[src/rtl/multicycle_conunit.sv]
// Multi-cycle MIPS control unit.
// Sequences each instruction through IF/ID/EXE/MEM/WB and drives the per-cycle
// write enables and mux selects of a shared-memory multi-cycle datapath.
//
// Ports:
//   Clk, Clrn        clock and synchronous active-low reset
//   Op, Func         opcode / function fields from the instruction register
//   Z                ALU zero flag (meaningful in EXE)
//   Mrdy             memory ready, completes an IF or MEM access
//   Pcwr, IRwr       PC / IR write enables
//   Iord             memory address select (0=PC, 1=ALU result)
//   Mrd, Wmem        memory read / write requests
//   Regrt, Se, Aluqb decode-level datapath selects
//   Aluc             ALU operation
//   Pcsrc            next-PC source (00 PC+4, 10 branch, 11 jump)
//   Reg2reg, Wreg    writeback source select / register file write enable
//   Ill              one-cycle illegal-instruction pulse in ID
//   State            current FSM state (IF=0 .. WB=4)
//   Icnt             retired-instruction counter
module multicycle_conunit #(
    parameter int unsigned EXT_OPS = 1,
    parameter int unsigned CNT_W   = 16
) (
    input  logic             Clk,
    input  logic             Clrn,
    input  logic [5:0]       Op,
    input  logic [5:0]       Func,
    input  logic             Z,
    input  logic             Mrdy,
    output logic             Pcwr,
    output logic             IRwr,
    output logic             Iord,
    output logic             Mrd,
    output logic             Wmem,
    output logic             Regrt,
    output logic             Se,
    output logic             Aluqb,
    output logic [2:0]       Aluc,
    output logic [1:0]       Pcsrc,
    output logic             Reg2reg,
    output logic             Wreg,
    output logic             Ill,
    output logic [2:0]       State,
    output logic [CNT_W-1:0] Icnt
);

    typedef enum logic [2:0] {
        StIf  = 3'd0,
        StId  = 3'd1,
        StExe = 3'd2,
        StMem = 3'd3,
        StWb  = 3'd4
    } state_t;

    state_t           state_q, state_d;
    logic [CNT_W-1:0] cnt_q;
    logic             cnt_inc;
    logic             pcwr, irwr, mrd, wmem, wreg, ill;

    // Instruction decode
    logic r_op, i_add, i_sub, i_and, i_or, i_slt, i_xor;
    logic i_addi, i_andi, i_ori, i_lw, i_sw, i_beq, i_bne, i_j;
    logic alu_r, alu_i, legal, taken;

    assign r_op   = (Op == 6'b000000);
    assign i_add  = r_op && (Func == 6'b100000);
    assign i_sub  = r_op && (Func == 6'b100010);
    assign i_and  = r_op && (Func == 6'b100100);
    assign i_or   = r_op && (Func == 6'b100101);
    assign i_slt  = (EXT_OPS != 0) && r_op && (Func == 6'b101010);
    assign i_xor  = (EXT_OPS != 0) && r_op && (Func == 6'b100110);
    assign i_addi = (Op == 6'b001000);
    assign i_andi = (Op == 6'b001100);
    assign i_ori  = (Op == 6'b001101);
    assign i_lw   = (Op == 6'b100011);
    assign i_sw   = (Op == 6'b101011);
    assign i_beq  = (Op == 6'b000100);
    assign i_bne  = (Op == 6'b000101);
    assign i_j    = (Op == 6'b000010);

    assign alu_r = i_add | i_sub | i_and | i_or | i_slt | i_xor;
    assign alu_i = i_addi | i_andi | i_ori;
    assign legal = alu_r | alu_i | i_lw | i_sw | i_beq | i_bne | i_j;
    assign taken = (i_beq & Z) | (i_bne & ~Z);

    // Decode-level selects are valid in every state
    assign Regrt   = alu_i | i_lw | i_sw | i_beq | i_bne | i_j;
    assign Se      = i_addi | i_lw | i_sw | i_beq | i_bne;
    assign Aluqb   = alu_r | i_beq | i_bne | i_j;
    assign Reg2reg = ~i_lw;

    always_comb begin
        Aluc = 3'b000;
        if (i_sub || i_beq || i_bne)  Aluc = 3'b001;
        else if (i_and || i_andi)     Aluc = 3'b010;
        else if (i_or || i_ori)       Aluc = 3'b011;
        else if (i_slt)               Aluc = 3'b100;
        else if (i_xor)               Aluc = 3'b101;
    end

    always_comb begin
        state_d = state_q;
        pcwr    = 1'b0;
        irwr    = 1'b0;
        Iord    = 1'b0;
        mrd     = 1'b0;
        wmem    = 1'b0;
        wreg    = 1'b0;
        Pcsrc   = 2'b00;
        ill     = 1'b0;
        cnt_inc = 1'b0;
        case (state_q)
            StIf: begin
                mrd = 1'b1;
                if (Mrdy) begin
                    pcwr    = 1'b1;
                    irwr    = 1'b1;
                    state_d = StId;
                end
            end
            StId: begin
                if (i_j) begin
                    pcwr    = 1'b1;
                    Pcsrc   = 2'b11;
                    cnt_inc = 1'b1;
                    state_d = StIf;
                end else if (!legal) begin
                    ill     = 1'b1;
                    state_d = StIf;
                end else begin
                    state_d = StExe;
                end
            end
            StExe: begin
                if (i_beq || i_bne) begin
                    if (taken) begin
                        pcwr  = 1'b1;
                        Pcsrc = 2'b10;
                    end
                    cnt_inc = 1'b1;
                    state_d = StIf;
                end else if (i_lw || i_sw) begin
                    state_d = StMem;
                end else begin
                    state_d = StWb;
                end
            end
            StMem: begin
                Iord = 1'b1;
                mrd  = i_lw;
                wmem = i_sw;
                if (Mrdy) begin
                    if (i_lw) begin
                        state_d = StWb;
                    end else begin
                        cnt_inc = 1'b1;
                        state_d = StIf;
                    end
                end
            end
            StWb: begin
                wreg    = 1'b1;
                cnt_inc = 1'b1;
                state_d = StIf;
            end
            default: state_d = StIf;
        endcase
    end

    // Reset gates every side-effecting request so an aborted instruction writes nothing
    assign Pcwr = Clrn & pcwr;
    assign IRwr = Clrn & irwr;
    assign Mrd  = Clrn & mrd;
    assign Wmem = Clrn & wmem;
    assign Wreg = Clrn & wreg;
    assign Ill  = Clrn & ill;

    always_ff @(posedge Clk) begin
        if (!Clrn) begin
            state_q <= StIf;
            cnt_q   <= '0;
        end else begin
            state_q <= state_d;
            if (cnt_inc) cnt_q <= cnt_q + 1'b1;
        end
    end

    assign State = state_q;
    assign Icnt  = cnt_q;

endmodule
[config.mk]
export PLATFORM = sky130hd
export DESIGN_NAME = multicycle_conunit
export DESIGN_NICKNAME = d
export VERILOG_FILES = /design/src/rtl/multicycle_conunit.sv
export SDC_FILE = /design/constraint.sdc
export NUM_CORES = 1
export LEC_CHECK = 0
export ABC_AREA = 1
export CAP_MARGIN = 20
export CORE_MARGIN = 1
export CORE_UTILIZATION = 41
export DETAILED_ROUTE_END_ITERATION = 6
export GPL_TIMING_DRIVEN = 0
export PLACE_DENSITY = 0.73
export SLEW_MARGIN = 25
export SYNTH_ARGS = -nofsm -noshare
export SYNTH_HDL_FRONTEND = slang
export SYNTH_SLANG_ARGS = --single-unit
[constraint.sdc]
create_clock -name Clk -period 1.4 [get_ports Clk]
set_input_delay 0.28 -clock Clk [delete_from_list [all_inputs] [get_ports Clk]]
set_output_delay 0.28 -clock Clk [all_outputs]
set_load 0.01 [all_outputs]
After elaboration in Yosys (flattened, before gate mapping)
Cells that the tools add are included.

operators by class
  $add $sub $neg = 1
  multipliers = 0
  div/mod/pow operators = 0
  magnitude comparators = 0
  equality and inequality tests = 20
  shift operators = 0
  muxes and demuxes = 34
  bitwise operators = 36
  reductions and logical operators = 15

operator list
  cell                                                             number
  6-bit == test, second input constant                             8
  3-bit two-way mux                                                10
  1-bit OR                                                         26
  6-bit by 4-bit == test with 1-bit output, second input constant  3
  16-bit by 1-bit adder with 16-bit output, second input constant  1
  1-bit two-way mux                                                14
  6-bit by 3-bit == test with 1-bit output, second input constant  2
  3-bit one-hot mux with 4 select lines                            1
  2-bit two-way mux                                                5
  1-bit bitwise AND                                                8
  3-bit by 2-bit == test with 1-bit output, second input constant  2
  6-bit by 2-bit == test with 1-bit output, second input constant  1
  1-bit logical AND                                                6
  6-bit zero test                                                  1
  1-bit logical OR                                                 6
  2-bit inequality test, second input constant                     2
  1-bit one-hot mux with 4 select lines                            1
  2-bit one-hot mux with 2 select lines                            1
  3-bit by 1-bit == test with 1-bit output, second input constant  1
  3-bit == test, second input constant                             1
  3-bit zero test                                                  1
  1-bit one-hot mux with 3 select lines                            1
  1-bit inverter                                                   2
  1-bit one-hot mux with 2 select lines                            1
  2-bit AND reduction                                              1

word-level totals
  bits in registers = 19
  latch bits = 0
  RAM bits = 0
  ROM bits = 0
  input bits = 16
  output and inout port bits = 35
  word-level logic and storage cells = 108
  memories = 0

Depth between registers and ports, before layout
Gate-level depths: netlist of the first run.

  depth after elaboration = 17
  depth in mapped cells = 12
  depth with buffers taken out = 12

Least setup slack after synthesis of the first run
OpenSTA, ideal clock, no wires.

  kind = flip-flop to output port
  start point = reg state_q[2] (netlist: State[2])
  end point = out Pcwr
  arrival time = 1212 ps
  required time = 1120 ps
  slack = -92 ps
  stages on the path, launching flop included = 7
  path buffers = 0
  path through = dfxtp_1 > inv_1 > nand3_2 > nor2_4 > a31o_2 > o21ai_0 > inv_1

on the way
  word-level cells in the longest chain between the ends = 3
  elaborated cells between the ends (all ways) = 5
  classes of those cells = 2 x eq/ne; 1 x mux; 1 x bitwise; 1 x reduce/logical

RTL lines
  element                                                                 line  source
  start: declaration                                                      55    state_t state_q, state_d;
  start signal: assignment                                                180   state_q <= StIf;
  start signal: assignment                                                183   state_q <= state_d;
  3-bit by 2-bit == test with 1-bit output, or another cell as far along  112   case (state_q)
  1-bit one-hot mux with 3 select lines (*)                               112
  1-bit bitwise AND (*)                                                   171   assign Pcwr = Clrn & pcwr;
  end: declaration                                                        30    output logic Pcwr,

Every way passes the cells marked *; elsewhere a longest branch is shown, timed or not.

Worst setup path after layout of the first run
  start point = reg state_q[0] (netlist: State[0])
  end point = out Pcwr

The elaborated chain is that of the path after synthesis.

==> impl.org, run 1 <==
** CTS
- Clock Latency Late Sink :: 260 ps
- In this run the deepest clock path goes through 2 buffers.
- Quantity of hold-fixing buffers added after cts :: 0
- The clock net in this run drives a total of 19 sinks.
- TritonCTS built the clock tree.
- H-Tree Depth :: 1
- Library cell used as clock root buffer :: sky130_fd_sc_hd__clkbuf_8
- Number of buffers inserted during clock tree synthesis :: 3
- After clock tree synthesis, the clock-pin slew on the worst setup and hold paths is 70 ps.

** STA
- Slew at the pin with the worst max-slew slack :: 405 ps
- The total count of max-transition violations in the final report is 0.
- Across all setup checks in the final design, the least slack found is -259 ps.
- Setup repair after global routing could not meet its margin everywhere.
- Final worst path period need :: 1660 ps
- The number of endpoints with negative hold slack in the final report came to 0.
- On the final layout, the worst clock skew is 3.09 ps.
- The worst path uses 118% of the clock period.
- Based on the critical path, the design can be clocked at up to 603 MHz.
- Max-slew headroom at the worst pin :: 72.8%
- Setup violations remaining at the end of the flow were counted as 33.
- Hold timing on the final database bottoms out at a slack of 485 ps.

** Yosys
- After technology mapping, the gate count stands at 250.
- Post-synthesis sequential element count :: 19
- Count of warnings emitted by yosys :: 0
- The average instance in the mapped netlist occupies 6.12 µm².
- When the netlist entered floorplanning its net count stood at 267.
- Netlist area before placement :: 1530 µm²
- Sequential area share after synthesis :: 24.9%
- Number of distinct standard cells referenced by the synthesized netlist :: 33

** Floorplan
- Initial cell density of the core :: 44.5%
- Core region area :: 3440 µm²
- Row generation in the floorplan step produced 21 rows.
- Vertical die dimension :: 63.1 µm
- Chip Width :: 63.1 µm
- The floorplan step defined a die boundary enclosing 3980 µm².
- Boundary pin count :: 51

** GRT
- Number of antenna violations at the first check in global routing :: 0
- Entering global routing, the biggest net connects 11 pins.
- Wire length of the first global-routing pass :: 8690 µm
- The via count of the first global-routing pass came to 1921.
- Total Routing Usage GR :: 27.5%
- Summed over all layers, the global routing overflow is 0.

** Worst hold path
- The min-delay analysis places its worst path in the category primary input to register.

** Route
- For this block, the routed nets add up to 6020 µm of wire.
- Remaining antenna violation count after routing :: 0
- Remaining DRCs :: 0
- Routed wirelength normalized by instance count :: 15.5 µm
- Routed vias :: 2092
- For this run, the detailed router's first-pass iteration total came to 4.
- Vias per std cell :: 5.38
- In this run, the number of DRC markers left after iteration 0 of detailed routing was 175.

** Worst setup path
- The critical path is of the register to primary output type.
- Data arrival at the endpoint of the critical path :: 1380 ps
- In this run the worst path has a maximum fanout of 5.
- STA classifies the critical path startpoint as a register.
- Data on the critical path is required at its endpoint by 1120 ps.
- Endpoint kind of the worst setup timing path :: primary output

** Placed design
- Post-placement setup slack :: -1080 ps
- At the end of routability-driven placement, the weighted congestion stood at 0.885.
- DP Wirelength :: 3070 µm
- Post-detailed-placement cell area :: 2100 µm²
- Buffers placed on the I/O ports in this run total 50.

** Cells and area
- Number of antenna cells inserted :: 0
- The area growth from synthesis to layout is 85.7%.
- Proportion of layout cells with a drive suffix above 1 :: 55.4%
- Most common cell after layout, fill and taps aside :: sky130_fd_sc_hd__nand2_1
- Post-Layout Inst Area :: 2840 µm²
- Leaving out fill and tap cells, the most frequent cells in the layout are 46 x sky130_fd_sc_hd__nand2_1, 27 x sky130_fd_sc_hd__buf_4, 23 x sky130_fd_sc_hd__buf_6.
- Total Nets Final :: 361

** Outcome
- The final reports fail on setup timing.
- The flow ran to the end, but the final reports show violations.

** Power and ir drop
- Summed over all cells, the static leakage comes to 1.30 nW.
- VDD sags by at most 0.000685 V.
- Power per Cell Area :: 454 nW/µm²

** Job
- Max-cap violations in this run came to 0.
-- cells in the mapped netlist --
| library cell | n | area share [%] |
|---|---|---|
| sky130_fd_sc_hd__nand2_1 | 60 | 15 |
| sky130_fd_sc_hd__nor2_1 | 38 | 9.3 |
| sky130_fd_sc_hd__inv_1 | 37 | 9.1 |
| sky130_fd_sc_hd__nand3_1 | 22 | 7.2 |
| sky130_fd_sc_hd__dfxtp_1 | 19 | 25 |
| sky130_fd_sc_hd__a21oi_1 | 17 | 5.6 |
| sky130_fd_sc_hd__nor3_1 | 7 | 2.3 |
| sky130_fd_sc_hd__xor2_1 | 6 | 3.4 |
| sky130_fd_sc_hd__nor2_2 | 4 | 1.6 |
| sky130_fd_sc_hd__inv_2 | 3 | 0.74 |
| sky130_fd_sc_hd__nand2_2 | 3 | 1.2 |
| sky130_fd_sc_hd__nand3_2 | 3 | 2.0 |
| sky130_fd_sc_hd__nand4_1 | 3 | 1.2 |
| sky130_fd_sc_hd__nor2_4 | 3 | 2.2 |
| sky130_fd_sc_hd__o21ai_0 | 3 | 0.98 |
| sky130_fd_sc_hd__o21ai_1 | 3 | 0.98 |
| sky130_fd_sc_hd__buf_6 | 2 | 1.5 |
| sky130_fd_sc_hd__xnor2_1 | 2 | 1.1 |
| sky130_fd_sc_hd__a211oi_1 | 1 | 0.49 |
| sky130_fd_sc_hd__a31o_2 | 1 | 0.57 |
| sky130_fd_sc_hd__buf_2 | 1 | 0.33 |
| sky130_fd_sc_hd__clkbuf_1 | 1 | 0.25 |
| sky130_fd_sc_hd__clkinv_1 | 1 | 0.25 |
| sky130_fd_sc_hd__ha_1 | 1 | 0.82 |
| sky130_fd_sc_hd__nand4_2 | 1 | 0.82 |
| sky130_fd_sc_hd__nand4_4 | 1 | 1.4 |
| sky130_fd_sc_hd__nor3_2 | 1 | 0.65 |
| sky130_fd_sc_hd__nor3_4 | 1 | 1.1 |
| sky130_fd_sc_hd__nor3b_1 | 1 | 0.49 |
| sky130_fd_sc_hd__nor4_1 | 1 | 0.41 |
| sky130_fd_sc_hd__nor4_4 | 1 | 1.4 |
| sky130_fd_sc_hd__o2111ai_1 | 1 | 0.57 |
| sky130_fd_sc_hd__o21bai_1 | 1 | 0.49 |
-- power by group --
group / switching [W] / internal [W]
clock network: 0.000185 / 0.000202
logic: 0.000198 / 0.000155
registers: 0.00000970 / 0.000540
-- final timing paths --
path / endpoint / from / slack, ps / cells after the start
min: Icnt[12] / Clrn / 480 / 3
max: Pcwr / State[0] / -260 / 6
min reg2reg: Icnt[1] / Icnt[1] / 500 / 2
max reg2reg: Icnt[3] / State[0] / -220 / 9
-- per-layer routing --
layer | vias to the layer above | global-route usage, % | routed length, µm
met5 | - | 0 | 0
li1 | 986 | - | -
met4 | 0 | 11.0 | 262
met2 | 109 | 45.8 | 2970
met1 | 963 | 34.4 | 2330
met3 | 34 | 5.43 | 461
-- sequential cells by signal, summed over array words and instances, names as in the netlist --
name	cells
State	3
Icnt	16
-- timing repair --
item	CTS	global route
pin swaps	46	24
setup endpoints to repair	53	34
buffers inserted	33	6
resized for setup	241	65
cloned	2	0
-- worst max-delay path: stages, from the launching register on --
cell	delay [ps]
sky130_fd_sc_hd__dfxtp_4	380
sky130_fd_sc_hd__buf_4	150
sky130_fd_sc_hd__nor3_4	180
sky130_fd_sc_hd__a31o_4	180
sky130_fd_sc_hd__o21ai_2	50
sky130_fd_sc_hd__inv_1	50
sky130_fd_sc_hd__buf_2	130
-- final cells by class --
| type | instances | area (µm²) |
|---|---|---|
| Sequential cell | 19 | 400 |
| Timing Repair Buffer | 89 | 766 |
| Buffer | 4 | 47.5 |
| Inverter | 41 | 176 |
| Tap cell | 46 | 57.6 |
| Clock buffer | 4 | 45.0 |
| Multi-Input combinational cell | 186 | 1350 |
| Fill cell | 222 | 601 |
-- through the flow --
step | utilization (%) | std cells | total power [W] | TNS (ps)
floorplan | - | 250 | 0.000668 | -6.81
global placement | 60.9 | 346 | 0.000778 | -21620
detailed placement | 60.9 | 346 | 0.000780 | -21780
CTS | 75.6 | 384 | 0.00123 | -2400
global route | 82.6 | 389 | 0.00134 | -6010
finish | 82.6 | 389 | 0.00129 | -4370
-- logic make-up (layout without fill, tap and decap cells) --
kind of cell / after synthesis / in the layout / share of synthesized area [%]
flops: 19 / 19 / 24.9
buf+inv: 45 / 138 / 12.1
simple gates: 150 / 150 / 48.0
compound gates: 27 / 27 / 9.65
fa+ha+maj: 1 / 1 / 0.818
xor+xnor: 8 / 8 / 4.58
Power figures use the tool's default switching activity.
==> run 2, diff against run 1 <==
--- a/config.mk
+++ b/config.mk
@@ -11,6 +11,7 @@
 export CORE_UTILIZATION = 41
 export DETAILED_ROUTE_END_ITERATION = 6
 export GPL_TIMING_DRIVEN = 0
+export MAX_ROUTING_LAYER = met4
 export PLACE_DENSITY = 0.73
 export SLEW_MARGIN = 25
 export SYNTH_ARGS = -nofsm -noshare
==> impl.org, run 2 (synthesis results as in run 1) <==
** STA
- The worst hold slack after final layout was 488 ps (was 485 ps).
- The final clock period utilization by the worst path is 119% (was 118%).
- The final worst-path setup slack came to -263 ps (was -259 ps).
- RSZ-0062 raised after global routing :: true (unchanged)
- The worst-margin pin slew was 431 ps (was 405 ps).
- Max-slew headroom at the worst pin :: 71.0% (was 72.8%)
- The final period demand of the worst path is 1660 ps (about the same).
- The number of endpoints with negative hold slack in the final report is 0 (unchanged).
- Number of failing setup endpoints in the final timing report :: 32 (was 33)
- The total count of max-transition violations in the final report came to 0 (unchanged).
- The largest clock skew in the final design is 3.78 ps (was 3.09 ps).
- The maximum achievable frequency is 601 MHz (was 603 MHz).

** Cells and area
- Top library cells by usage in the layout, fill and taps aside: 46 x sky130_fd_sc_hd__nand2_1, 27 x sky130_fd_sc_hd__buf_4, 23 x sky130_fd_sc_hd__buf_6 (unchanged).
- The fraction of final layout cells with drive strength greater than 1 is 55.4% (unchanged).
- Flip-flop count of the largest register after layout :: 16 (unchanged)
- Number of antenna cells inserted :: 0 (unchanged)
- The total area of sequential cells was 400 µm² (unchanged).
- The number of filler cells placed in the layout is 222 (unchanged).
- The number of nets in the layout was 361 (unchanged).
- The final design area excluding fillers is 2840 µm² (unchanged).
- The most frequent standard cell in the layout excluding fill and tap cells is sky130_fd_sc_hd__nand2_1 (unchanged).
- The area overhead of the layout relative to synthesis came to 85.7% (unchanged).
- Area used by multi-input combinational logic :: 1350 µm² (unchanged)

** Route
- The residual antenna-violating net count after detailed routing came to 0 (unchanged).
- The number of DRC markers after the initial detailed-route iteration is 155 (was 175).
- Remaining DRCs :: 0 (unchanged)
- Routed wirelength normalized by instance count :: 15.5 µm (about the same)
- Number of detailed-routing iterations run before antenna repair :: 4 (unchanged)
- The overall via count from detail_route was 2102 (was 2092).
- Routed wire length :: 6050 µm (was 6020 µm)
- The average via count per standard cell is 5.40 (was 5.38).

** Placed design
- Post-placement setup slack :: -1080 ps (unchanged)
- The estimated wirelength of the detail-placed design came to 3070 µm (unchanged).
- Port-buffer cells :: 50 (unchanged)
- The routability-driven placement congestion ratio came to 0.900 (was 0.885).
- Post-detailed-placement cell area :: 2100 µm² (unchanged)

** GRT
- Number of antenna violations at the first check in global routing :: 0 (unchanged)
- Largest net degree at the start of global routing :: 11 (unchanged)
- Number of global-route vias before repair :: 1922 (was 1921)
- The total routing usage reported by global routing is 28.3% (was 27.5%).
- The global-route wire length before repair is 8680 µm (was 8690 µm).
- The remaining global-route overflow is 0 (unchanged).

** Floorplan
- The die height came to 63.1 µm (unchanged).
- Chip Width :: 63.1 µm (unchanged)
- The initial core utilization is 44.5% (unchanged).
- The total die area was 3980 µm² (unchanged).
- Site Rows :: 21 (unchanged)
- The number of top-level design ports came to 51 (unchanged).
- Core region area :: 3440 µm² (unchanged)

** Power and ir drop
- Power per Cell Area :: 453 nW/µm² (was 454 nW/µm²)
- Total chip power :: 0.00129 W (about the same)
- The peak ir drop on the vdd network came to 0.000682 V (was 0.000685 V).
- Static Leakage :: 1.30 nW (unchanged)

** Worst setup path
- The critical path start-end classification is register to primary output (unchanged).
- Data arrival at the endpoint of the critical path :: 1380 ps (about the same)
- Worst setup SP type :: register (unchanged)
- Endpoint kind of the worst setup timing path :: primary output (unchanged)
- CP max FO :: 5 (unchanged)
- The worst endpoint required time is 1120 ps (about the same).

** Outcome
- Outcome: complete, but fails checks (unchanged).
- Failing checks: setup timing (unchanged).

** CTS
- Number of buffers inserted during clock tree synthesis :: 3 (unchanged)
- H-Tree Depth :: 1 (unchanged)
- The post-CTS clock slew at the launch and capture registers of the worst setup and hold paths came to 70 ps (about the same).
- The clock latency at the later pin of the worst-skew pair is 260 ps (about the same).
- The maximum clock insertion buffer count is 2 (unchanged).
- Clock tree from TritonCTS :: yes (unchanged)
- The clock root buffer master is sky130_fd_sc_hd__clkbuf_8 (unchanged).
- The number of sinks driven by the clock tree came to 19 (unchanged).

** Worst hold path
- The type of the worst min-delay path is primary input to register (unchanged).

** Job
- The number of maximum-capacitance violations came to 0 (unchanged).
run 2: cell counts in the layout (fill, tap and decap cells not counted):
Identical to the previous run, type by type.
run 2: what timing repair did:
action | 4_1_cts | 5_1_grt
setup buffers | 33 | 6
pin swaps | 46 | 24
hold buffers | 0 | 0
endpoints found under the setup margin | 53 | 34
cloned | 2 | 0
resized for setup | 241 | 65
endpoints found under the hold margin | 0 | 0
run 2: path summary, 6_finish.rpt:
check | start | endpoint | slack, ps | depth (start not counted)
hold reg to reg | Icnt[1] | Icnt[1] | 500 | 2
setup / recovery | State[0] | Pcwr | -260 | 6
setup reg to reg | State[0] | Icnt[3] | -220 | 9
hold / removal | Clrn | Icnt[12] | 490 | 3
run 2: critical path, stage by stage, from the launching register on:
cell,delay [ps]
sky130_fd_sc_hd__dfxtp_4,380
sky130_fd_sc_hd__buf_4,150
sky130_fd_sc_hd__nor3_4,180
sky130_fd_sc_hd__a31o_4,180
sky130_fd_sc_hd__o21ai_2,50
sky130_fd_sc_hd__inv_1,60
sky130_fd_sc_hd__buf_2,130
run 2: where the power goes:
part / switching (W) / internal, W / leakage, nW
Sequential: 0.0000101 / 0.000540 / 0.159
Combinational: 0.000197 / 0.000155 / 1.12
Clock: 0.000182 / 0.000202 / 0.0228
Total: 0.000389 / 0.000898 / 1.30
run 2: layout make-up:
class                           count  area share (%)
Buffer                              4            1.67
Clock buffer                        4            1.59
Inverter                           41            6.21
Multi-Input combinational cell    186            47.5
Sequential cell                    19            14.1
Tap cell                           46            2.03
Timing Repair Buffer               89            26.9
run 2: per-layer routing:
layer	wire, µm	track usage, %	part of all wire, %
met5	0	-	0
met4	254	11.0	4.2
met3	503	5.43	8.3
met2	2960	45.8	49
met1	2330	34.4	38
run 2: through the flow:
| stage | instances | utilization (%) | TNS [ps] |
|---|---|---|---|
| 6_report | 389 | 82.6 | -4430 |
| 5_1_grt | 389 | 82.6 | -6000 |
| 4_1_cts | 384 | 75.6 | -2400 |
| 3_5_place_dp | 346 | 60.9 | -21780 |
| 3_3_place_gp | 346 | 60.9 | -21620 |
| 2_1_floorplan | 250 | - | -6.81 |
